==> src/rtl/riscv_instr_encoder.sv <==
// riscv_instr_encoder: packs RISC-V instruction fields (R/I/S/B/U/J) into
// 32-bit words, tags each with a running byte address and queues them in a
// 2-entry FIFO behind a valid/ready handshake.
// Optional feature: define ENC_RANGE_CHECK_EN to drop bundles whose immediate
// does not fit the selected format (the bundle is then treated as illegal).
module riscv_instr_encoder #(
    parameter int                ADDR_W     = 32,
    parameter logic [ADDR_W-1:0] RESET_ADDR = '0
) (
    input  logic              clk,
    input  logic              rst_n,
    input  logic              in_valid,
    output logic              in_ready,
    input  logic [2:0]        fmt,
    input  logic [6:0]        opcode,
    input  logic [2:0]        funct3,
    input  logic [6:0]        funct7,
    input  logic [4:0]        rd,
    input  logic [4:0]        rs1,
    input  logic [4:0]        rs2,
    input  logic [31:0]       imm,
    input  logic              base_load,
    input  logic [ADDR_W-1:0] base_addr,
    output logic              out_valid,
    input  logic              out_ready,
    output logic [31:0]       out_instr,
    output logic [ADDR_W-1:0] out_addr,
    output logic              err,
    input  logic              err_clr
);

    typedef enum logic [1:0] {
        EMPTY = 2'd0,
        ONE   = 2'd1,
        FULL  = 2'd2
    } fifo_state_t;

    localparam logic [ADDR_W-1:0] ADDR_STEP = ADDR_W'(4);

    fifo_state_t       state;
    fifo_state_t       next_state;
    logic [31:0]       instr_mem [2];
    logic [ADDR_W-1:0] addr_mem  [2];
    logic              wr_ptr;
    logic              rd_ptr;
    logic [ADDR_W-1:0] counter;
    logic [ADDR_W-1:0] tag_addr;
    logic [31:0]       enc_word;
    logic              fmt_legal;
    logic              imm_legal;
    logic              accept;
    logic              push;
    logic              pop;

    assign in_ready  = (state != FULL);
    assign out_valid = (state != EMPTY);
    assign out_instr = instr_mem[rd_ptr];
    assign out_addr  = addr_mem[rd_ptr];

    assign fmt_legal = (fmt <= 3'd5);
    assign accept    = in_valid && in_ready;
    assign push      = accept && fmt_legal && imm_legal;
    assign pop       = out_valid && out_ready;

    // A coincident base_load retargets the word being accepted this cycle
    assign tag_addr  = base_load ? base_addr : counter;

`ifdef ENC_RANGE_CHECK_EN
    logic signed [31:0] s_imm;
    assign s_imm = imm;

    // Immediate must be representable in the chosen format (and even for B/J)
    always_comb begin
        imm_legal = 1'b1;
        case (fmt)
            3'd1, 3'd2: imm_legal = (s_imm >= -2048) && (s_imm <= 2047);
            3'd3:       imm_legal = (s_imm >= -4096) && (s_imm <= 4094) && !imm[0];
            3'd4:       imm_legal = (s_imm >= 0) && (s_imm <= 1048575);
            3'd5:       imm_legal = (s_imm >= -1048576) && (s_imm <= 1048574) && !imm[0];
            default:    imm_legal = 1'b1;
        endcase
    end
`else
    // Without range checking the upper and lowest immediate bits are simply truncated
    logic unused_imm_bits;
    assign unused_imm_bits = ^{imm[31:21], imm[0]};
    assign imm_legal       = 1'b1;
`endif

    // Field packing for each instruction format
    always_comb begin
        enc_word = 32'h0;
        case (fmt)
            3'd0: enc_word = {funct7, rs2, rs1, funct3, rd, opcode};
            3'd1: enc_word = {imm[11:0], rs1, funct3, rd, opcode};
            3'd2: enc_word = {imm[11:5], rs2, rs1, funct3, imm[4:0], opcode};
            3'd3: enc_word = {imm[12], imm[10:5], rs2, rs1, funct3, imm[4:1], imm[11], opcode};
            3'd4: enc_word = {imm[19:0], rd, opcode};
            3'd5: enc_word = {imm[20], imm[10:1], imm[11], imm[19:12], rd, opcode};
            default: enc_word = 32'h0;
        endcase
    end

    // FIFO occupancy state register
    always_ff @(posedge clk or negedge rst_n) begin
        if (!rst_n) state <= EMPTY;
        else        state <= next_state;
    end

    // Occupancy moves up on push-only, down on pop-only, holds otherwise
    always_comb begin
        next_state = state;
        case (state)
            EMPTY:   if (push) next_state = ONE;
            ONE:     if (push && !pop) next_state = FULL;
                     else if (!push && pop) next_state = EMPTY;
            FULL:    if (pop) next_state = ONE;
            default: next_state = EMPTY;
        endcase
    end

    // FIFO storage and pointers; reset clears so out_instr/out_addr read idle values
    always_ff @(posedge clk or negedge rst_n) begin
        if (!rst_n) begin
            instr_mem[0] <= 32'h0;
            instr_mem[1] <= 32'h0;
            addr_mem[0]  <= RESET_ADDR;
            addr_mem[1]  <= RESET_ADDR;
            wr_ptr       <= 1'b0;
            rd_ptr       <= 1'b0;
        end else begin
            if (push) begin
                instr_mem[wr_ptr] <= enc_word;
                addr_mem[wr_ptr]  <= tag_addr;
                wr_ptr            <= ~wr_ptr;
            end
            if (pop) rd_ptr <= ~rd_ptr;
        end
    end

    // Address counter advances only for buffered words; base_load retargets it
    always_ff @(posedge clk or negedge rst_n) begin
        if (!rst_n)         counter <= RESET_ADDR;
        else if (push)      counter <= tag_addr + ADDR_STEP;
        else if (base_load) counter <= base_addr;
    end

    // Sticky error: a dropped bundle sets it and wins over a same-cycle clear
    always_ff @(posedge clk or negedge rst_n) begin
        if (!rst_n)                 err <= 1'b0;
        else if (accept && !push)   err <= 1'b1;
        else if (err_clr)           err <= 1'b0;
    end

endmodule

==> config.mk <==
export PLATFORM = sky130hd
export DESIGN_NAME = riscv_instr_encoder
export DESIGN_NICKNAME = d
export VERILOG_FILES = /design/src/rtl/riscv_instr_encoder.sv
export SDC_FILE = /design/constraint.sdc
export NUM_CORES = 1
export LEC_CHECK = 0
export ABC_AREA = 1
export BUFFER_PORTS_ARGS = -buffer_cell sky130_fd_sc_hd__buf_2
export CAP_MARGIN = 25
export CORE_ASPECT_RATIO = 0.5
export CORE_UTILIZATION = 45
export DETAILED_ROUTE_END_ITERATION = 10
export PLACE_DENSITY_LB_ADDON = 0.3
export SLEW_MARGIN = 20
export SYNTH_ARGS = -nofsm -noshare
export SYNTH_HDL_FRONTEND = slang
export SYNTH_SLANG_ARGS = --single-unit
==> constraint.sdc <==
create_clock -name clk -period 3.9 [get_ports clk]
set_clock_uncertainty 0.15 [all_clocks]
set_input_delay 0.585 -clock clk [delete_from_list [all_inputs] [get_ports clk]]
set_output_delay 0.585 -clock clk [all_outputs]
set_load 0.01 [all_outputs]
==> summary.log <==
INFO  timing         rsz0062_at_grt=no
INFO  setup_path     setup_crit_end_kind=output port
INFO  setup_path     cp-start-kind=flop
INFO  setup_path     worstPathMaxFanout=102
INFO  die            num_io_pins=172
INFO  setup_path     ff2ff_setup_slack=1660ps
INFO  global_route   pin_count_of_the_biggest_net_entering_global_routing=103
INFO  synthesis      yosysSeqAreaShare=49.2%
INFO  synthesis      post-synth-top-area-cell=sky130_fd_sc_hd__dfrtp_1
INFO  synthesis      post-synth-top-area-fraction=49.2%
INFO  clocking       cts_hold_repair.buffers=0
INFO  clocking       path_clk_slew=70ps
INFO  route          route.antenna.remaining_nets=0
INFO  synthesis      synthesis.instances=1137
INFO  timing         post-route-min-period=2830ps
INFO  synthesis      combinational_family_with_the_most_area_after_synthesis=simple AND/OR/NAND/NOR gates
INFO  timing         worstMarginPinSlew=1020ps
INFO  setup_path     worstRegToRegCells=7
INFO  die            initial_core_util=47.1%
INFO  synthesis      proportion_of_synthesized_area_in_mux_cells=0.134%
INFO  clocking       htree_levels=4
INFO  setup_path     reg_to_reg_critical_path_startpoint=state[1]
INFO  final_layout   finish.instance_area=9910um^2
INFO  die            floorplan_core_area=17800um^2
INFO  pwr            ir_worst_vdd=0.350mV
INFO  route          detail_route.iter0.violations=602
INFO  timing         timing.final.setup_violations=0
INFO  setup_path     worstPathCellList=buf_4 -> o21ai_0 -> buf_2
INFO  die            die_area=19200um^2
INFO  die            floorplan.die.width=195um
INFO  worst_hold_path worst_hold_path_type=in2async
INFO  placement      io_buffer_count=160
INFO  die            rows=34
INFO  clocking       cts-resized-gates=0
INFO  route          pre_repair_dr_iteration_count=5
INFO  pwr            power.total=0.00638W
INFO  timing         timing.final.hold_violations=0
INFO  placement      detailedPlacementHpwl=15.4mm
INFO  synthesis      post_synth.cell_area_avg=7.39um^2
INFO  setup_path     cpPeakStageDelay=770ps
INFO  setup_path     worstSetupPathType=reg2out
INFO  timing         drv_slew=0
INFO  pwr            leakage=5.31nW
INFO  synthesis      yosys_warnings=0
INFO  clocking       cts.sink_count=165
INFO  timing         setup-tns-final=0ps
INFO  route          post-route-drc-count=0
INFO  synthesis      postSynthNetCount=1243
INFO  setup_path     req_time_crit_path=3160ps
INFO  global_route   globalRouteOverflowTotal=0
INFO  route          route.detailed.wl_per_inst=14.7um
INFO  setup_path     crit_slowest_cell=sky130_fd_sc_hd__buf_4
INFO  synthesis      synthTopCellsByArea=sky130_fd_sc_hd__dfrtp_1 (49%), sky130_fd_sc_hd__nand2_1 (23%), sky130_fd_sc_hd__o21ai_0 (8.7%)
INFO  final_layout   fill_cells=1677
INFO  pwr            cell_area_power_density=644nW/um^2
INFO  setup_path     critical_path_arrival=2090ps
INFO  global_route   total_routing_usage_gr=24.2%
INFO  synthesis      synth_simple_gate_area_share=29.5%
INFO  final_layout   drive_above_1_share=18.4%
INFO  synthesis      netlist_area=8400um^2
INFO  run_status     run_status=complete, no violations
INFO  route          detailed_route_wire_length=22.4mm
INFO  setup_path     cp_top_family=buffers and inverters
INFO  clocking       clk_latency=420ps
INFO  clocking       postCtsSetupRepairBufs=0
INFO  clocking       tritoncts=yes
INFO  synthesis      synthAdderAreaFrac=0.149%
INFO  timing         maxClockFrequency=354MHz
INFO  clocking       cts_root_buf=sky130_fd_sc_hd__clkbuf_16
INFO  synthesis      ffs_latches_synth=165
INFO  placement      dpl_cell_area=9320um^2
INFO  final_layout   finalNetCount=1381
INFO  synthesis      post_synth_xor_xnor_area=1.77%
INFO  timing         min_period_over_period=72.5%
INFO  synthesis      synth_cell_types=34
INFO  setup_path     worst_r2r_endpoint=addr_mem[53]
INFO  synthesis      synth-compound-area-share=10.9%
INFO  global_route   antenna_found_initial=1
INFO  setup_path     cp_num_buf_inv=2
INFO  final_layout   area.growth.synth_to_final=18.0%
INFO  global_route   global_route_wire_length_before_repair=37.0mm
INFO  clocking       cts-buffers-inserted=17
INFO  route          vias=7799
INFO  timing         max_slew_margin=31.8%
INFO  placement      gp_congestion=0.900
INFO  route          drt-vias-per-instance=5.12
INFO  clocking       clock_tree.buffer_depth=2
INFO  die            die_height=98.6um
INFO  global_route   first_global_vias=7521
INFO  run            max_cap_viol_count=0
layout by cell type (no fill, tap or decap), drive strengths merged:
cell / n
nand2: 519
buf: 168
dfrtp: 165
o21ai: 152
inv: 132
nor2: 43
nand3: 30
clkbuf: 17
xor2: 16
o211ai: 11
nand4: 7
nor3: 6
o31ai: 4
or2: 3
clkinv: 3
o221ai: 2
nand3b: 2
diode: 1
a31oi: 1
a211oi: 1
mux2: 1
o22ai: 1
xnor2: 1
ha: 1
bufinv: 1
clkinvlp: 1
synthesized netlist by cell type:
master,instances
sky130_fd_sc_hd__nand2_1,510
sky130_fd_sc_hd__dfrtp_1,165
sky130_fd_sc_hd__o21ai_0,146
sky130_fd_sc_hd__inv_1,116
sky130_fd_sc_hd__nor2_1,32
sky130_fd_sc_hd__nand3_1,27
sky130_fd_sc_hd__clkbuf_1,26
sky130_fd_sc_hd__xor2_1,16
sky130_fd_sc_hd__buf_2,12
sky130_fd_sc_hd__o211ai_1,11
sky130_fd_sc_hd__buf_4,10
sky130_fd_sc_hd__nand2_2,9
sky130_fd_sc_hd__nand4_1,7
sky130_fd_sc_hd__nor2_4,7
sky130_fd_sc_hd__inv_2,5
sky130_fd_sc_hd__nor3_1,5
sky130_fd_sc_hd__nor2_2,4
sky130_fd_sc_hd__o21ai_1,4
sky130_fd_sc_hd__o31ai_1,4
sky130_fd_sc_hd__nand3_2,3
sky130_fd_sc_hd__or2_2,3
sky130_fd_sc_hd__o21ai_2,2
sky130_fd_sc_hd__o221ai_1,2
sky130_fd_sc_hd__a211oi_1,1
sky130_fd_sc_hd__a31oi_1,1
sky130_fd_sc_hd__buf_6,1
sky130_fd_sc_hd__clkinv_1,1
sky130_fd_sc_hd__ha_1,1
sky130_fd_sc_hd__mux2_2,1
sky130_fd_sc_hd__nand3b_1,1
sky130_fd_sc_hd__nand3b_2,1
sky130_fd_sc_hd__nor3_2,1
sky130_fd_sc_hd__o22ai_1,1
sky130_fd_sc_hd__xnor2_1,1
worst reg2reg max path, stage by stage (launching register included):
cell and delay [ps]:
sky130_fd_sc_hd__dfrtp_1 400, sky130_fd_sc_hd__nand2_1 110, sky130_fd_sc_hd__nand2_1 140, sky130_fd_sc_hd__inv_1 100, sky130_fd_sc_hd__nand2_2 200, sky130_fd_sc_hd__nor2_4 170, sky130_fd_sc_hd__buf_4 600, sky130_fd_sc_hd__o21ai_0 220
report_power, final:
| group | internal, W | total [W] | leakage, nW | switching (W) |
|---|---|---|---|---|
| clock network | 0.000914 | 0.00169 | 0.289 | 0.000780 |
| logic | 0.000751 | 0.00215 | 2.95 | 0.00140 |
| registers | 0.00229 | 0.00254 | 2.07 | 0.000255 |
| total | 0.00395 | 0.00638 | 5.31 | 0.00243 |
logic make-up (layout without fill, tap and decap cells):
kind of cell    count (synthesis)  after routing
compound gates                172            172
xor+xnor                       17             17
fa+ha+maj                       1              1
buf+inv                       171            322
flops                         165            165
mux                             1              1
other cells                     0              1
simple gates                  610            610
state kept, by name (all words and copies together), names as in the netlist:
register and flops:
rd_ptr 1, counter 32, wr_ptr 1, instr_mem 64
state 2, addr_mem 64, err 1
through the flow:
stage          cells  util (%)  hold slack [ps]  setup slack, ps
3_5_place_dp    1490      52.3              316             1100
3_3_place_gp    1490      52.3              311             1140
4_1_cts         1522      55.6             55.3             1070
6_report        1523      55.6             18.3             1070
2_1_floorplan   1137         -              139             1820
5_1_grt         1523      55.6             76.0              935
routing by layer:
metal  track usage [%]  up-vias  share of wire (%)  wire length (um)
li1                  -     3813                  -                 -
met1              32.4     3700                 46             10300
met2              40.5      270                 46             10400
met3              5.72       16                7.0              1560
met4              4.85        0               0.85               190
met5                 0        -                  0                 0
worst max-delay path by stage:
| stage | from | end | slack [ps] | depth (start not counted) |
|---|---|---|---|---|
| floorplan | base_load | counter[30] | 1820 | 12 |
| detailed placement | base_load | counter[30] | 1100 | 12 |
| global route | rd_ptr | out_instr[26] | 930 | 4 |
| CTS | rd_ptr | out_instr[21] | 1070 | 3 |
| global placement | base_load | counter[28] | 1140 | 12 |
| finish | rd_ptr | out_instr[21] | 1070 | 3 |
layout make-up:
class | instances | area (um^2) | area share (%)
well taps | 234 | 293 | 2.95
diodes | 1 | 2.50 | 0.0253
inverters | 122 | 458 | 4.62
repair buffers | 168 | 867 | 8.75
flip-flops and latches | 165 | 4130 | 41.7
multi-input cells | 801 | 3570 | 36.1
clock buffers | 17 | 425 | 4.29
clock inverters | 15 | 160 | 1.62
No activity file was read; power rests on OpenSTA's default activity.
